### config.mk
export PLATFORM = sky130hd
export DESIGN_NAME = reading_filter
export DESIGN_NICKNAME = d
export VERILOG_FILES = /design/src/rtl/reading_filter.sv
export SDC_FILE = /design/constraint.sdc
export NUM_CORES = 1
export LEC_CHECK = 0
export ABC_AREA = 1
export CELL_PAD_IN_SITES_DETAIL_PLACEMENT = 1
export CELL_PAD_IN_SITES_GLOBAL_PLACEMENT = 1
export CORE_MARGIN = 8
export CORE_UTILIZATION = 47
export DETAILED_ROUTE_END_ITERATION = 7
export PLACE_DENSITY = 0.81
export SLEW_MARGIN = 20
export SYNTH_ARGS = -nofsm -noshare
export SYNTH_HDL_FRONTEND = slang
export SYNTH_SLANG_ARGS = --single-unit
### constraint.sdc
create_clock -name clk_4hz -period 27.8 [get_ports clk_4hz]
set_input_delay 5.56 -clock clk_4hz [delete_from_list [all_inputs] [get_ports clk_4hz]]
set_output_delay 5.56 -clock clk_4hz [all_outputs]
set_load 0.02 [all_outputs]
### src/rtl/reading_filter.sv
// reading_filter: moving-average filter between the AD7705 capture FSM and seg_driver.
// Resynchronises the raw ADC code, averages DEPTH accepted samples, scales the result to
// millivolts and adds display hold, peak hold and over-range flagging.
module reading_filter #(
    parameter int unsigned DEPTH    = 4,
    parameter int unsigned LOG2_D   = 2,
    parameter int unsigned OVR_CODE = 65000
) (
    input  logic        clk_4hz,
    input  logic        reset,
    input  logic [15:0] raw_code,
    input  logic        hold_n,
    input  logic        peak_mode,
    output logic [15:0] mv,
    output logic        disp_strobe,
    output logic        over_range,
    output logic        primed
);

    localparam int unsigned SW = 16 + LOG2_D;
    localparam int unsigned CW = LOG2_D + 1;

    typedef enum logic [1:0] {StFill, StRun, StHold} state_e;

    state_e              state_q, state_d;
    logic [15:0]         s1_q, s1_d;
    logic [15:0]         s2_q, s2_d;
    logic [15:0]         ring_q [DEPTH];
    logic [15:0]         ring_d [DEPTH];
    logic [SW-1:0]       sum_q, sum_d;
    logic [LOG2_D-1:0]   wp_q, wp_d;
    logic [CW-1:0]       cnt_q, cnt_d;
    logic [15:0]         peak_q, peak_d;
    logic                pm_q, pm_d;
    logic [15:0]         mv_q, mv_d;
    logic                strobe_q, strobe_d;
    logic                ovr_q, ovr_d;
    logic                primed_q, primed_d;

    logic                accept;
    logic [LOG2_D-1:0]   wp_prev;
    logic [15:0]         newest;
    logic [15:0]         avg;
    logic [15:0]         src;
    logic [25:0]         prod;
    logic [25:0]         quo;
    logic [15:0]         calc;
    logic [15:0]         peak_base;
    logic [15:0]         mv_next;

    // CDC pipe, ring buffer update and the value fed to the mV scaler
    always_comb begin
        s1_d    = raw_code;
        s2_d    = s1_q;
        ring_d  = ring_q;
        sum_d   = sum_q;
        wp_d    = wp_q;
        cnt_d   = cnt_q;
        accept  = (s1_q == s2_q);
        wp_prev = wp_q - 1'b1;
        // On a skipped tick during FILL the newest accepted sample is the last one written
        newest  = ring_q[wp_prev];
        if (accept) begin
            sum_d        = sum_q - SW'(ring_q[wp_q]) + SW'(s2_q);
            ring_d[wp_q] = s2_q;
            wp_d         = wp_q + 1'b1;
            newest       = s2_q;
            if (cnt_q != CW'(DEPTH)) begin
                cnt_d = cnt_q + 1'b1;
            end
        end
        avg  = sum_d[SW-1:LOG2_D];
        src  = (state_q == StFill) ? newest : avg;
        prod = 26'(src) * 26'd1000;
        quo  = prod / 26'd13107;
        // Full scale divides out to exactly 5000; clamp so the display stays within 0..4999
        calc = (quo > 26'd4999) ? 16'd4999 : quo[15:0];
    end

    // Peak hold, display hold, strobe, over-range and state transitions
    always_comb begin
        pm_d      = peak_mode;
        peak_base = (peak_mode && !pm_q) ? 16'd0 : peak_q;
        mv_next   = (peak_mode && (peak_base > calc)) ? peak_base : calc;
        peak_d    = peak_mode ? mv_next : peak_q;
        mv_d      = (state_q == StHold) ? mv_q : mv_next;
        strobe_d  = (mv_d != mv_q);
        ovr_d     = (src >= 16'(OVR_CODE));
        state_d   = state_q;
        primed_d  = primed_q;
        case (state_q)
            StFill: begin
                if (accept && (cnt_d == CW'(DEPTH))) begin
                    primed_d = 1'b1;
                    state_d  = hold_n ? StRun : StHold;
                end
            end
            StRun: begin
                if (!hold_n) state_d = StHold;
            end
            StHold: begin
                if (hold_n) state_d = StRun;
            end
            default: state_d = StFill;
        endcase
    end

    // All state and registered outputs; reset clears everything immediately
    always_ff @(posedge clk_4hz or negedge reset) begin
        if (!reset) begin
            state_q  <= StFill;
            s1_q     <= '0;
            s2_q     <= '0;
            ring_q   <= '{default: '0};
            sum_q    <= '0;
            wp_q     <= '0;
            cnt_q    <= '0;
            peak_q   <= '0;
            pm_q     <= 1'b0;
            mv_q     <= '0;
            strobe_q <= 1'b0;
            ovr_q    <= 1'b0;
            primed_q <= 1'b0;
        end else begin
            state_q  <= state_d;
            s1_q     <= s1_d;
            s2_q     <= s2_d;
            ring_q   <= ring_d;
            sum_q    <= sum_d;
            wp_q     <= wp_d;
            cnt_q    <= cnt_d;
            peak_q   <= peak_d;
            pm_q     <= pm_d;
            mv_q     <= mv_d;
            strobe_q <= strobe_d;
            ovr_q    <= ovr_d;
            primed_q <= primed_d;
        end
    end

    assign mv          = mv_q;
    assign disp_strobe = strobe_q;
    assign over_range  = ovr_q;
    assign primed      = primed_q;

endmodule

== After elaboration in Yosys (flattened, before gate mapping) ==
Cells that the tools add are included.

* $add $sub $neg: 5
* Multipliers: 1
* Divide/modulo/power cells: 1
* Order comparisons: 6
* Eq/ne operators: 9
* Mux-type cells: 23
* Bitwise gates (word level): 2
* Reductions and logical operators: 8

{| class="wikitable"
|+ Operator list
! operator !! count
|-
| 16-bit two-way mux || 11
|-
| 16-bit binary-select mux with 2-bit select || 2
|-
| 64-bit bitwise mux || 1
|-
| 16-bit demux with 2-bit select || 1
|-
| 26-bit by 14-bit divider with 26-bit output, second input constant || 1
|-
| 26-bit by 13-bit > comparator with 1-bit output, second input constant || 1
|-
| 16-bit by 7-bit multiplier with 23-bit output, second input constant || 1
|-
| 18-bit by 16-bit adder with 18-bit output || 1
|-
| 18-bit two-way mux || 1
|-
| 18-bit by 16-bit subtractor with 18-bit output || 1
|-
| 16-bit == test || 1
|-
| 16-bit greater-or-equal comparator, second input constant || 1
|-
| 16-bit > comparator || 1
|-
| 16-bit != test || 1
|-
| 2-bit two-way mux || 4
|-
| 3-bit greater-or-equal comparator, second input constant || 2
|-
| 3-bit two-way mux || 2
|-
| 2-bit NOT with 3-bit output || 2
|-
| 2-bit one-hot mux with 3 select lines || 1
|-
| 1-bit logical AND || 4
|-
| 2-bit != test, second input constant || 2
|-
| 3-bit by 1-bit adder with 3-bit output, second input constant || 1
|-
| 3-bit == test, second input constant || 1
|-
| 3-bit by 1-bit less-than comparator with 1-bit output, second input constant || 1
|-
| other kinds (10) || 10
|}

* Bits in registers: 157
* Input port bits: 20
* Output and inout bits: 19
* Logic and storage cells: 72

== Logic depth before layout (Yosys ltp) ==
Gate-level depths: netlist of the first run.

* Word-level depth: 17
* Mapped depth: 185

== Worst setup path after synthesis of the first run ==
No wires, ideal clock.

* Path type: reg2reg
* Start: reg wp_q[0]
* End: reg strobe_q (netlist: disp_strobe)
* Library setup time: 0.140 ns
* Arrival: 20.170 ns
* Setup slack: 7.490 ns
* Stages on the path, launching flop included: 165
* Path buffers: 18
* Period minus slack after synthesis: 20.310 ns
* Path through: dfrtp_1 > clkbuf_1 > clkbuf_1 > clkbuf_1 > clkbuf_1 > nor2_1 > o21ai_0 > fa_1 > inv_1 > ha_1 > a21oi_1 > o21ai_0 > nor2_1 > nor2_1 > nor2_1 > nor2_1 > nor2_1 > nor2_1 > [... 129 more ...] > ha_1 > nor2_1 > nor2_1 > o21a_1 > o221ai_1 > nand2_1 > o2111ai_1 > nand3_1 > inv_1 > clkbuf_1 > nand2_1 > o21ai_0 > nand2_1 > o21ai_0 > o21ai_0 > a2111o_1 > nor3_1 > nand3_1

* Longest elaborated chain between the ends: 17
* Elaborated cells between the ends (all ways): 23
* Those cells by class: add/sub: 3; mul: 1; div: 1; order compare: 2; eq/ne: 1; mux: 12; bitwise: 2; reduce/logical: 1

{| class="wikitable"
|+ Ends and longest elaborated chain
! item !! line !! text
|-
| from (decl) || 31 || <nowiki>logic [LOG2_D-1:0] wp_q, wp_d;</nowiki>
|-
| from (signal assigned) || 130 || <nowiki>wp_q <= wp_d;</nowiki>
|-
| 2-bit NOT with 3-bit output (implied by the code) (*) || 64 || <nowiki>sum_d = sum_q - SW'(ring_q[wp_q]) + SW'(s2_q);</nowiki>
|-
| 16-bit binary-select mux with 2-bit select (*) || 64 ||
|-
| 16-bit two-way mux (implied by the code) (*) (2 in series) || 64 ||
|-
| 18-bit by 16-bit subtractor with 18-bit output (*) || 64 ||
|-
| 18-bit by 16-bit adder with 18-bit output (*) || 64 ||
|-
| 18-bit two-way mux (*) || 63 || <nowiki>if (accept) begin</nowiki>
|-
| net sum_d[15] || 30 || <nowiki>logic [SW-1:0] sum_q, sum_d;</nowiki>
|-
| 16-bit two-way mux (*) || 73 || <nowiki>src = (state_q == StFill) ? newest : avg;</nowiki>
|-
| [... 3 more ...] || - ||
|-
| 16-bit two-way mux (*) || 77 || <nowiki>calc = (quo > 26'd4999) ? 16'd4999 : quo[15:0];</nowiki>
|-
| 16-bit > comparator || 84 || <nowiki>mv_next = (peak_mode && (peak_base > calc)) ? peak_base : calc;</nowiki>
|-
| 1-bit logical AND || 84 ||
|-
| 16-bit two-way mux (*) || 84 ||
|-
| 16-bit two-way mux (*) || 86 || <nowiki>mv_d = (state_q == StHold) ? mv_q : mv_next;</nowiki>
|-
| net mv_d[9] || 35 || <nowiki>logic [15:0] mv_q, mv_d;</nowiki>
|-
| 16-bit != test (*) || 87 || <nowiki>strobe_d = (mv_d != mv_q);</nowiki>
|-
| net strobe_d || 36 || <nowiki>logic strobe_q, strobe_d;</nowiki>
|-
| to (signal assigned) || 135 || <nowiki>strobe_q <= strobe_d;</nowiki>
|-
| to (decl) || 36 ||
|}

Mark *: on every way through the listed nets, which the timed path passes. The rest lies on a longest branch. The select of a mux whose other input is x is not followed.
A chain may end at the register's enable or synchronous reset.

== Worst setup path after layout of the first run ==
Ends and elaborated chain as after synthesis.

==> flow_summary_export.csv, run 1 <==
group,metric,value,unit
outcome,run_status,"finished, final reports clean",
finish,num_antenna_cells,0,
clocking,tritoncts,"done",
detailed_routing,routed_via_density,5.40,
clocking,cts-root-buf,"sky130_fd_sc_hd__clkbuf_16",
floorplanning,initial_utilization,47.5,%
global_route,all_layer_gr_usage,24.3,%
min_path,whs_path_depth,0,
finish,most_common_cell_after_layout_fill_and_taps_aside,"sky130_fd_sc_hd__nand2_1",
worst_setup_path,crit_path_start_kind,"register",
global_route,global_route_wire_length_before_repair,95.3,mm
global_route,antenna_violations_before_repair,0,
floorplanning,x_dimension_of_the_die,216,um
finish,layout-area-overhead-vs-synth,6.61,%
clocking,cts_buffers,17,
clocking,clockBufferDepth,2,
worst_setup_path,path_max_fanout,43,
worst_setup_path,slowest_stage,"sky130_fd_sc_hd__o21ai_1",
worst_setup_path,path_class,"register to register",
placed_design,gp_congestion,0.903,
logic_synthesis,netlist.top_cell.by_area,"sky130_fd_sc_hd__dfrtp_1",
sta,clock_skew,14.1,ps
detailed_routing,firstDrtPassIters,5,
floorplanning,ioPinCount,39,
clocking,clkSlewWorstSetupHoldPaths,70,ps
clocking,ctsHoldBuffers,0,
detailed_routing,post-route-drc-count,0,
logic_synthesis,synth_seq_area_share,20.8,%
logic_synthesis,post_synth_inst_count,2777,
floorplanning,core-area,39600,um2
sta,worst-slew-pin-transition,1070,ps
worst_setup_path,worst-r2r-cell-count,160,
sta,finalHoldViolations,0,
job,drv.max_cap_violation_count,0,
detailed_routing,routed-via-count,17900,
min_path,hold_path.class,"register to register",
worst_setup_path,cp_num_cells,160,
floorplanning,rows,73,
worst_setup_path,end_kind,"register",
logic_synthesis,netlist_cell_types,65,
sta,final_min_period_over_clock_period,89.2,%
sta,fmax,40.3,MHz
sta,slew_headroom,28.2,%
clocking,clock_latency_reported_for_the_late_side_of_the_worst_skew_pair,440,ps
floorplanning,die_height,216,um
placed_design,port_buffers,38,
logic_synthesis,synth_seq_cells,157,
detailed_routing,totalWireLength,56.6,mm
worst_setup_path,cp_common_cell,"sky130_fd_sc_hd__nand2_1",
sta,layout_min_cycle_time,24800,ps
finish,fraction_of_layout_cells_with_a_size_suffix_above_1,13.6,%
placed_design,dp_hpwl,45.3,mm
clocking,number_of_levels_the_h_tree_was_split_into,4,
sta,timing.final.setup_violations,0,
logic_synthesis,mappedNetlistNets,2962,
detailed_routing,remaining_antenna_violation_count_after_routing,0,
floorplanning,die_area,46800,um2
worst_setup_path,crit_required,28110,ps
global_route,vias_in_the_first_global_route,18900,
clocking,clock-sinks,157,
sta,slew_violations,0,
logic_synthesis,synth_area,18800,um2
finish,nets,2963,
detailed_routing,drt-initial-drc-count,982,
worst_setup_path,timing.critical_path.arrival,25100,ps
logic_synthesis,synth_largest_type_area_fraction,20.8,%
logic_synthesis,synth_area_leaders,"sky130_fd_sc_hd__dfrtp_1, sky130_fd_sc_hd__nand2_1, sky130_fd_sc_hd__inv_1",
global_route,grt_residual_overflow,0,
logic_synthesis,syn-mean-instance-area,6.79,um2
worst_setup_path,critPathTopFamily,"simple AND/OR/NAND/NOR gates",
logic_synthesis,ys.warnings.count,0,
detailed_routing,avgRoutedWirePerCell,17.1,um
worst_setup_path,worstPathBufferInverterCount,18,
finish,layout.cells.most_common_list,"sky130_fd_sc_hd__nand2_1, sky130_fd_sc_hd__inv_1, sky130_fd_sc_hd__o21ai_0, sky130_fd_sc_hd__nand3_1, sky130_fd_sc_hd__nor2_1",
global_route,maximum_number_of_pins_on_one_net_before_global_route_repair,86,
sta,setup_tns,0,ps
worst_setup_path,critical_path.max_stage_delay,540,ps
sta,rsz_0062_raised_after_global_routing,"no",
==> stage by stage <==
step                      util, %  worst slack [ps]  hold WS (ps)  area, um2  cells
after floorplan                 -              7490           367      18800   2777
after global placement       49.1              4370           376      19500   3284
after detailed placement     49.1              2880           386      19500   3284
after CTS                    50.7              2720           402      20100   3316
after global routing         50.7               218           414      20100   3316
final                        50.7              3000           401      20100   3316
==> metal layers <==
metal  up-vias  GRT usage, %  routed length, um
met1      8817          31.1              25800
met3        68          2.41               1320
met4         0          6.15               1250
met2       241          43.3              28300
met5         -             0                  0
li1       8785             -                  -
==> state kept, by name, indices dropped and copies added (netlist names) <==
register / cells
primed: 1
mv: 16
cnt_q: 3
sum_q: 18
state_q: 2
wp_q: 2
over_range: 1
disp_strobe: 1
peak_q: 16
ring_q: 64
s1_q: 16
s2_q: 16
pm_q: 1
==> cell families after synthesis <==
logic type / count (synthesis) / synth area share (%)
adders and majority gates: 165 / 13.7
buffers and inverters: 508 / 11.4
muxes: 1 / 0.0531
AOI/OAI and AO/OA: 376 / 11.3
xor gates and xnor gates: 84 / 3.94
DFF: 157 / 20.8
and+or+nand+nor: 1486 / 38.7
==> repair_timing <==
item / 4_1_cts / 5_1_grt
hold endpoints to repair: 0 / 0
endpoints found under the setup margin: 0 / 1
resized for setup: 0 / 1
buffers inserted: 0 / 0
==> final cells by class <==
| type | instances | area, um2 |
|---|---|---|
| clock inverters | 12 | 149 |
| repair buffers | 51 | 479 |
| clock buffers | 20 | 457 |
| inverters | 439 | 1660 |
| flip-flops and latches | 157 | 3930 |
| well taps | 525 | 657 |
| multi-input cells | 2112 | 12800 |
| fillers | 5311 | 19600 |
==> worst register-to-register path: cells and delay by family, from the launching register on <==
family                     cells  cell delay, ps
AOI/OAI and AO/OA             20            3540
and+or+nand+nor              113           14370
buffers and inverters         18            2830
adders and majority gates      9            3490
DFF                            1             380
==> synth_stat cells (all sizes together) <==
master,number
a31oi,1
nor3,13
nand2,923
fa,70
buf,27
a211oi,2
nand3b,22
a21boi,2
mux2i,1
dfrtp,157
xor2,56
and2,3
o21ai,254
nand3,229
a221o,2
nand4,40
o221ai,9
xnor2,28
o2111ai,1
a2111oi,1
ha,95
o41ai,1
a21oi,61
inv,435
nor4,2
a22oi,2
a2111o,1
or2,6
o211ai,10
clkinv,4
clkbuf,42
nor2,248
o22ai,21
o21a,1
o21bai,5
a311oi,1
a21o,1
==> path summary, 6_finish.rpt <==
kind	to	slack [ps]	from
min in group asynchronous	s1_q[11]	5180	reset
max in group asynchronous	peak_q[14]	21160	reset
worst min register to register	s2_q[5]	400	s1_q[5]
worst max-delay path	disp_strobe	3000	wp_q[0]
worst min-delay path	s2_q[5]	400	s1_q[5]
worst max register to register	disp_strobe	3000	wp_q[0]
Power of run 1 is not shown: default switching activity piles up to over one toggle a cycle in this logic, so the estimate is an artifact.
==> run 2: changes to the inputs <==
--- a/config.mk
+++ b/config.mk
@@ -6,6 +6,7 @@
 export NUM_CORES = 1
 export LEC_CHECK = 0
 export ABC_AREA = 1
+export CAP_MARGIN = 20
 export CELL_PAD_IN_SITES_DETAIL_PLACEMENT = 1
 export CELL_PAD_IN_SITES_GLOBAL_PLACEMENT = 1
 export CORE_MARGIN = 8
==> flow_summary_export.csv, run 2 (same netlist as run 1, synthesis figures left out) <==
group,metric,value,unit
sta,clock_skew,13.0,ps
detailed_routing,remaining_antenna_violation_count_after_routing,0,
clocking,tritoncts,"done",
sta,slew_headroom,31.9,%
finish,largestRegisters,"ring_q (64), sum_q (18)",
floorplanning,die_height,216,um
worst_setup_path,worst-r2r-cell-count,160,
worst_setup_path,r2r_setup_slk,2970,ps
global_route,global_route_wire_length_before_repair,95.3,mm
global_route,all_layer_gr_usage,24.3,%
detailed_routing,totalWireLength,56.8,mm
worst_setup_path,path_max_fanout,43,
sta,worst-slew-pin-transition,1020,ps
floorplanning,rows,73,
finish,num_antenna_cells,0,
placed_design,port_buffers,38,
sta,slew_violations,0,
outcome,run_status,"finished, final reports clean",
global_route,grt_residual_overflow,0,
sta,finalHoldViolations,0,
worst_setup_path,r2r-start,"wp_q[0]",
detailed_routing,routed-via-count,18000,
floorplanning,die_area,46800,um2
finish,number_of_flip_flops_in_the_largest_register,64,
clocking,cts-root-buf,"sky130_fd_sc_hd__clkbuf_16",
worst_setup_path,end_kind,"register",
finish,layout.cells.most_common_list,"sky130_fd_sc_hd__nand2_1, sky130_fd_sc_hd__inv_1, sky130_fd_sc_hd__o21ai_0, sky130_fd_sc_hd__nand3_1, sky130_fd_sc_hd__nor2_1",
worst_setup_path,crit_required,28110,ps
worst_setup_path,path_class,"register to register",
clocking,cts_buffers,17,
worst_setup_path,crit_path_start_kind,"register",
placed_design,gp_congestion,0.903,
finish,fraction_of_layout_cells_with_a_size_suffix_above_1,13.7,%
floorplanning,initial_utilization,47.5,%
floorplanning,ioPinCount,39,
clocking,clock_latency_reported_for_the_late_side_of_the_worst_skew_pair,440,ps
floorplanning,core-area,39600,um2
sta,layout_min_cycle_time,24830,ps
finish,most_common_cell_after_layout_fill_and_taps_aside,"sky130_fd_sc_hd__nand2_1",
clocking,clockBufferDepth,2,
sta,timing.final.setup_violations,0,
detailed_routing,drt-initial-drc-count,963,
sta,setup_tns,0,ps
worst_setup_path,critical_path.max_stage_delay,540,ps
min_path,min-delay-start,"s1_q[5]",
finish,registers.top_by_ff_count,"ring_q",
worst_setup_path,r2r-end,"disp_strobe",
min_path,hold_path.class,"register to register",
sta,fmax,40.3,MHz
job,drv.max_cap_violation_count,0,
detailed_routing,avgRoutedWirePerCell,17.1,um
detailed_routing,firstDrtPassIters,5,
clocking,number_of_levels_the_h_tree_was_split_into,4,
clocking,clock-sinks,157,
sta,rsz_0062_raised_after_global_routing,"no",
sta,final_min_period_over_clock_period,89.3,%
worst_setup_path,cp_common_cell,"sky130_fd_sc_hd__nand2_1",
global_route,antenna_violations_before_repair,0,
finish,layout-area-overhead-vs-synth,6.85,%
global_route,vias_in_the_first_global_route,18900,
detailed_routing,routed_via_density,5.42,
worst_setup_path,timing.critical_path.arrival,25140,ps
clocking,clkSlewWorstSetupHoldPaths,70,ps
min_path,min_to,"s2_q[5]",
global_route,maximum_number_of_pins_on_one_net_before_global_route_repair,86,
floorplanning,x_dimension_of_the_die,216,um
min_path,whs_path_depth,0,
detailed_routing,post-route-drc-count,0,
finish,nets,2966,
worst_setup_path,slowest_stage,"sky130_fd_sc_hd__o21ai_1",
placed_design,dp_hpwl,45.3,mm
[run 2: worst max-delay path by stage]
stage | start | to | slack (ps) | cells after the start
2_1_floorplan | wp_q[0] | disp_strobe | 7490 | 164
3_3_place_gp | wp_q[0] | disp_strobe | 4370 | 151
3_5_place_dp | wp_q[0] | disp_strobe | 2880 | 156
4_1_cts | wp_q[0] | disp_strobe | 2720 | 156
5_1_grt | wp_q[0] | disp_strobe | 220 | 158
6_report | wp_q[0] | disp_strobe | 2970 | 160
[run 2: repair_timing]
action                                  4_1_cts  5_1_grt
setup buffers                                 0        0
endpoints found under the setup margin        0        1
resized for setup                             0        1
hold buffers                                  0        0
[run 2: through the flow]
step | util, % | hold slack [ps] | area [um2] | instances | setup slack (ps)
finish | 50.8 | 399 | 20100 | 3319 | 2970
global route | 50.8 | 414 | 20100 | 3319 | 221
CTS | 50.7 | 402 | 20100 | 3316 | 2720
detailed placement | 49.1 | 386 | 19500 | 3284 | 2880
global placement | 49.1 | 376 | 19500 | 3284 | 4370
floorplan | - | 367 | 18800 | 2777 | 7490
[run 2: critical path, delay by kind of cell, from the launching register on]
kind            cells  cell delay (ps)
fa+ha+maj           9             3490
flops               1              380
simple gates      113            14330
buf+inv            18             2830
compound gates     20             3550
[run 2: final cells by class]
type / instances / area, um2
well taps: 525 / 657
flip-flops and latches: 157 / 3930
repair buffers: 54 / 524
fillers: 5304 / 19500
clock inverters: 12 / 149
inverters: 439 / 1660
clock buffers: 20 / 457
multi-input cells: 2112 / 12800
[run 2: routing by layer]
layer / up-vias / part of all wire [%] / GRT usage [%]
li1: 8790 / - / -
met2: 254 / 50 / 43.3
met3: 71 / 2.5 / 2.41
met4: 0 / 2.2 / 6.15
met1: 8869 / 45 / 31.1
met5: - / 0 / 0
Power of run 2 is left out for the same reason.
==> run 3: changes to the inputs <==
--- a/config.mk
+++ b/config.mk
@@ -12,7 +12,7 @@
 export CORE_MARGIN = 8
 export CORE_UTILIZATION = 47
 export DETAILED_ROUTE_END_ITERATION = 7
-export PLACE_DENSITY = 0.81
+export PLACE_DENSITY_LB_ADDON = 0.1
 export SLEW_MARGIN = 20
 export SYNTH_ARGS = -nofsm -noshare
 export SYNTH_HDL_FRONTEND = slang
==> flow_summary_export.csv, run 3 (same netlist as run 1, synthesis figures left out) <==
group,metric,value,unit
outcome,run_status,"finished, final reports clean",
worst_setup_path,critical_path.max_stage_delay,740,ps
clocking,cts_resized,0,
finish,nets,2964,
clocking,clock-sinks,157,
sta,post-route-worst-setup-slack,3150,ps
sta,slew_violations,0,
job,drv.max_cap_violation_count,0,
clocking,ctsHoldBuffers,0,
detailed_routing,firstDrtPassIters,5,
detailed_routing,drt-initial-drc-count,899,
worst_setup_path,r2r-start,"wp_q[1]",
worst_setup_path,timing.critical_path.from,"wp_q[1]",
min_path,whs_path_depth,0,
sta,layout_min_cycle_time,24650,ps
finish,number_of_flip_flops_in_the_largest_register,64,
sta,worst-slew-pin-transition,933,ps
sta,final_min_period_over_clock_period,88.7,%
worst_setup_path,crit_path_start_kind,"register",
worst_setup_path,timing.critical_path.arrival,24950,ps
sta,fmax,40.6,MHz
worst_setup_path,path_max_fanout,25,
worst_setup_path,timing.critical_path.to,"disp_strobe",
placed_design,dp_hpwl,44.6,mm
floorplanning,rows,73,
sta,rsz_0062_raised_after_global_routing,"no",
worst_setup_path,end_kind,"register",
min_path,hold_path.class,"register to register",
placed_design,gp_congestion,0.883,
global_route,all_layer_gr_usage,24.1,%
placed_design,dpl_cell_area,19500,um2
finish,layout-area-overhead-vs-synth,6.60,%
detailed_routing,routed_via_density,5.38,
finish,largestRegisters,"ring_q (64), sum_q (18)",
clocking,tritoncts,"done",
detailed_routing,post-route-drc-count,0,
floorplanning,initial_utilization,47.5,%
worst_setup_path,r2r-end,"disp_strobe",
detailed_routing,remaining_antenna_violation_count_after_routing,0,
worst_setup_path,slowest_stage,"sky130_fd_sc_hd__dfrtp_1",
clocking,clock_latency_reported_for_the_late_side_of_the_worst_skew_pair,440,ps
worst_setup_path,r2r_setup_slk,3150,ps
sta,clock_skew,13.0,ps
detailed_routing,avgRoutedWirePerCell,16.8,um
clocking,clockBufferDepth,2,
placed_design,pre_cts_setup_slack,3210,ps
global_route,grt_residual_overflow,0,
sta,timing.final.setup_violations,0,
sta,setup_tns,0,ps
finish,most_common_cell_after_layout_fill_and_taps_aside,"sky130_fd_sc_hd__nand2_1",
global_route,maximum_number_of_pins_on_one_net_before_global_route_repair,88,
finish,registers.top_by_ff_count,"ring_q",
worst_setup_path,cp_common_cell,"sky130_fd_sc_hd__nand2_2",
global_route,antenna_violations_before_repair,0,
clocking,cts_buffers,17,
floorplanning,x_dimension_of_the_die,216,um
clocking,cts-root-buf,"sky130_fd_sc_hd__clkbuf_16",
global_route,global_route_wire_length_before_repair,94.2,mm
finish,fraction_of_layout_cells_with_a_size_suffix_above_1,13.8,%
sta,finalHoldViolations,0,
placed_design,port_buffers,38,
finish,num_antenna_cells,0,
clocking,clkSlewWorstSetupHoldPaths,70,ps
detailed_routing,totalWireLength,55.8,mm
global_route,vias_in_the_first_global_route,18800,
sta,slew_headroom,37.1,%
worst_setup_path,crit_required,28100,ps
floorplanning,ioPinCount,39,
floorplanning,die_area,46800,um2
worst_setup_path,worst-r2r-cell-count,160,
worst_setup_path,path_class,"register to register",
clocking,postCtsSetupBuffers,0,
sta,hold_slack,399,ps
finish,post-route-cell-area,20100,um2
detailed_routing,routed-via-count,17900,
floorplanning,core-area,39600,um2
finish,layout.cells.most_common_list,"sky130_fd_sc_hd__nand2_1, sky130_fd_sc_hd__inv_1, sky130_fd_sc_hd__o21ai_0, sky130_fd_sc_hd__nand3_1, sky130_fd_sc_hd__nor2_1",
clocking,number_of_levels_the_h_tree_was_split_into,4,
floorplanning,die_height,216,um
[run 3: how the worst min path moves through the flow]
| stage | startpoint | to | slack (ps) |
|---|---|---|---|
| final | s1_q[0] | s2_q[0] | 400 |
| after global routing | s1_q[14] | s2_q[14] | 410 |
| after CTS | s1_q[6] | s2_q[6] | 400 |
| after detailed placement | s1_q[6] | s2_q[6] | 380 |
| after global placement | s1_q[11] | s2_q[11] | 380 |
| after floorplan | s1_q[11] | s2_q[11] | 370 |
[run 3: per-layer routing]
layer	vias up	GRT usage, %	share of wire, %
met5	-	0	0
met1	8737	31.4	46
met2	242	41.2	48
li1	8794	-	-
met4	0	8.54	3.1
met3	81	2.41	2.5
[run 3: area by class of cell]
cell class	instances	area, um2
multi-input cells	2112	12800
clock inverters	14	146
fillers	5381	19600
clock buffers	18	439
inverters	439	1660
repair buffers	52	487
well taps	525	657
flip-flops and latches	157	3930
[run 3: worst max-delay path: cells and delay by family (launching register included)]
family	cells	cell delay (ps)
compound gates	19	3540
fa+ha+maj	9	3490
buf+inv	14	2000
simple gates	118	14690
flops	1	740
[run 3: per-stage QoR]
stage	instances	util, %
after global routing	3317	50.7
after CTS	3317	50.6
after global placement	3285	49.2
after floorplan	2777	-
final	3317	50.7
after detailed placement	3285	49.2
Power of run 3 is left out for the same reason.
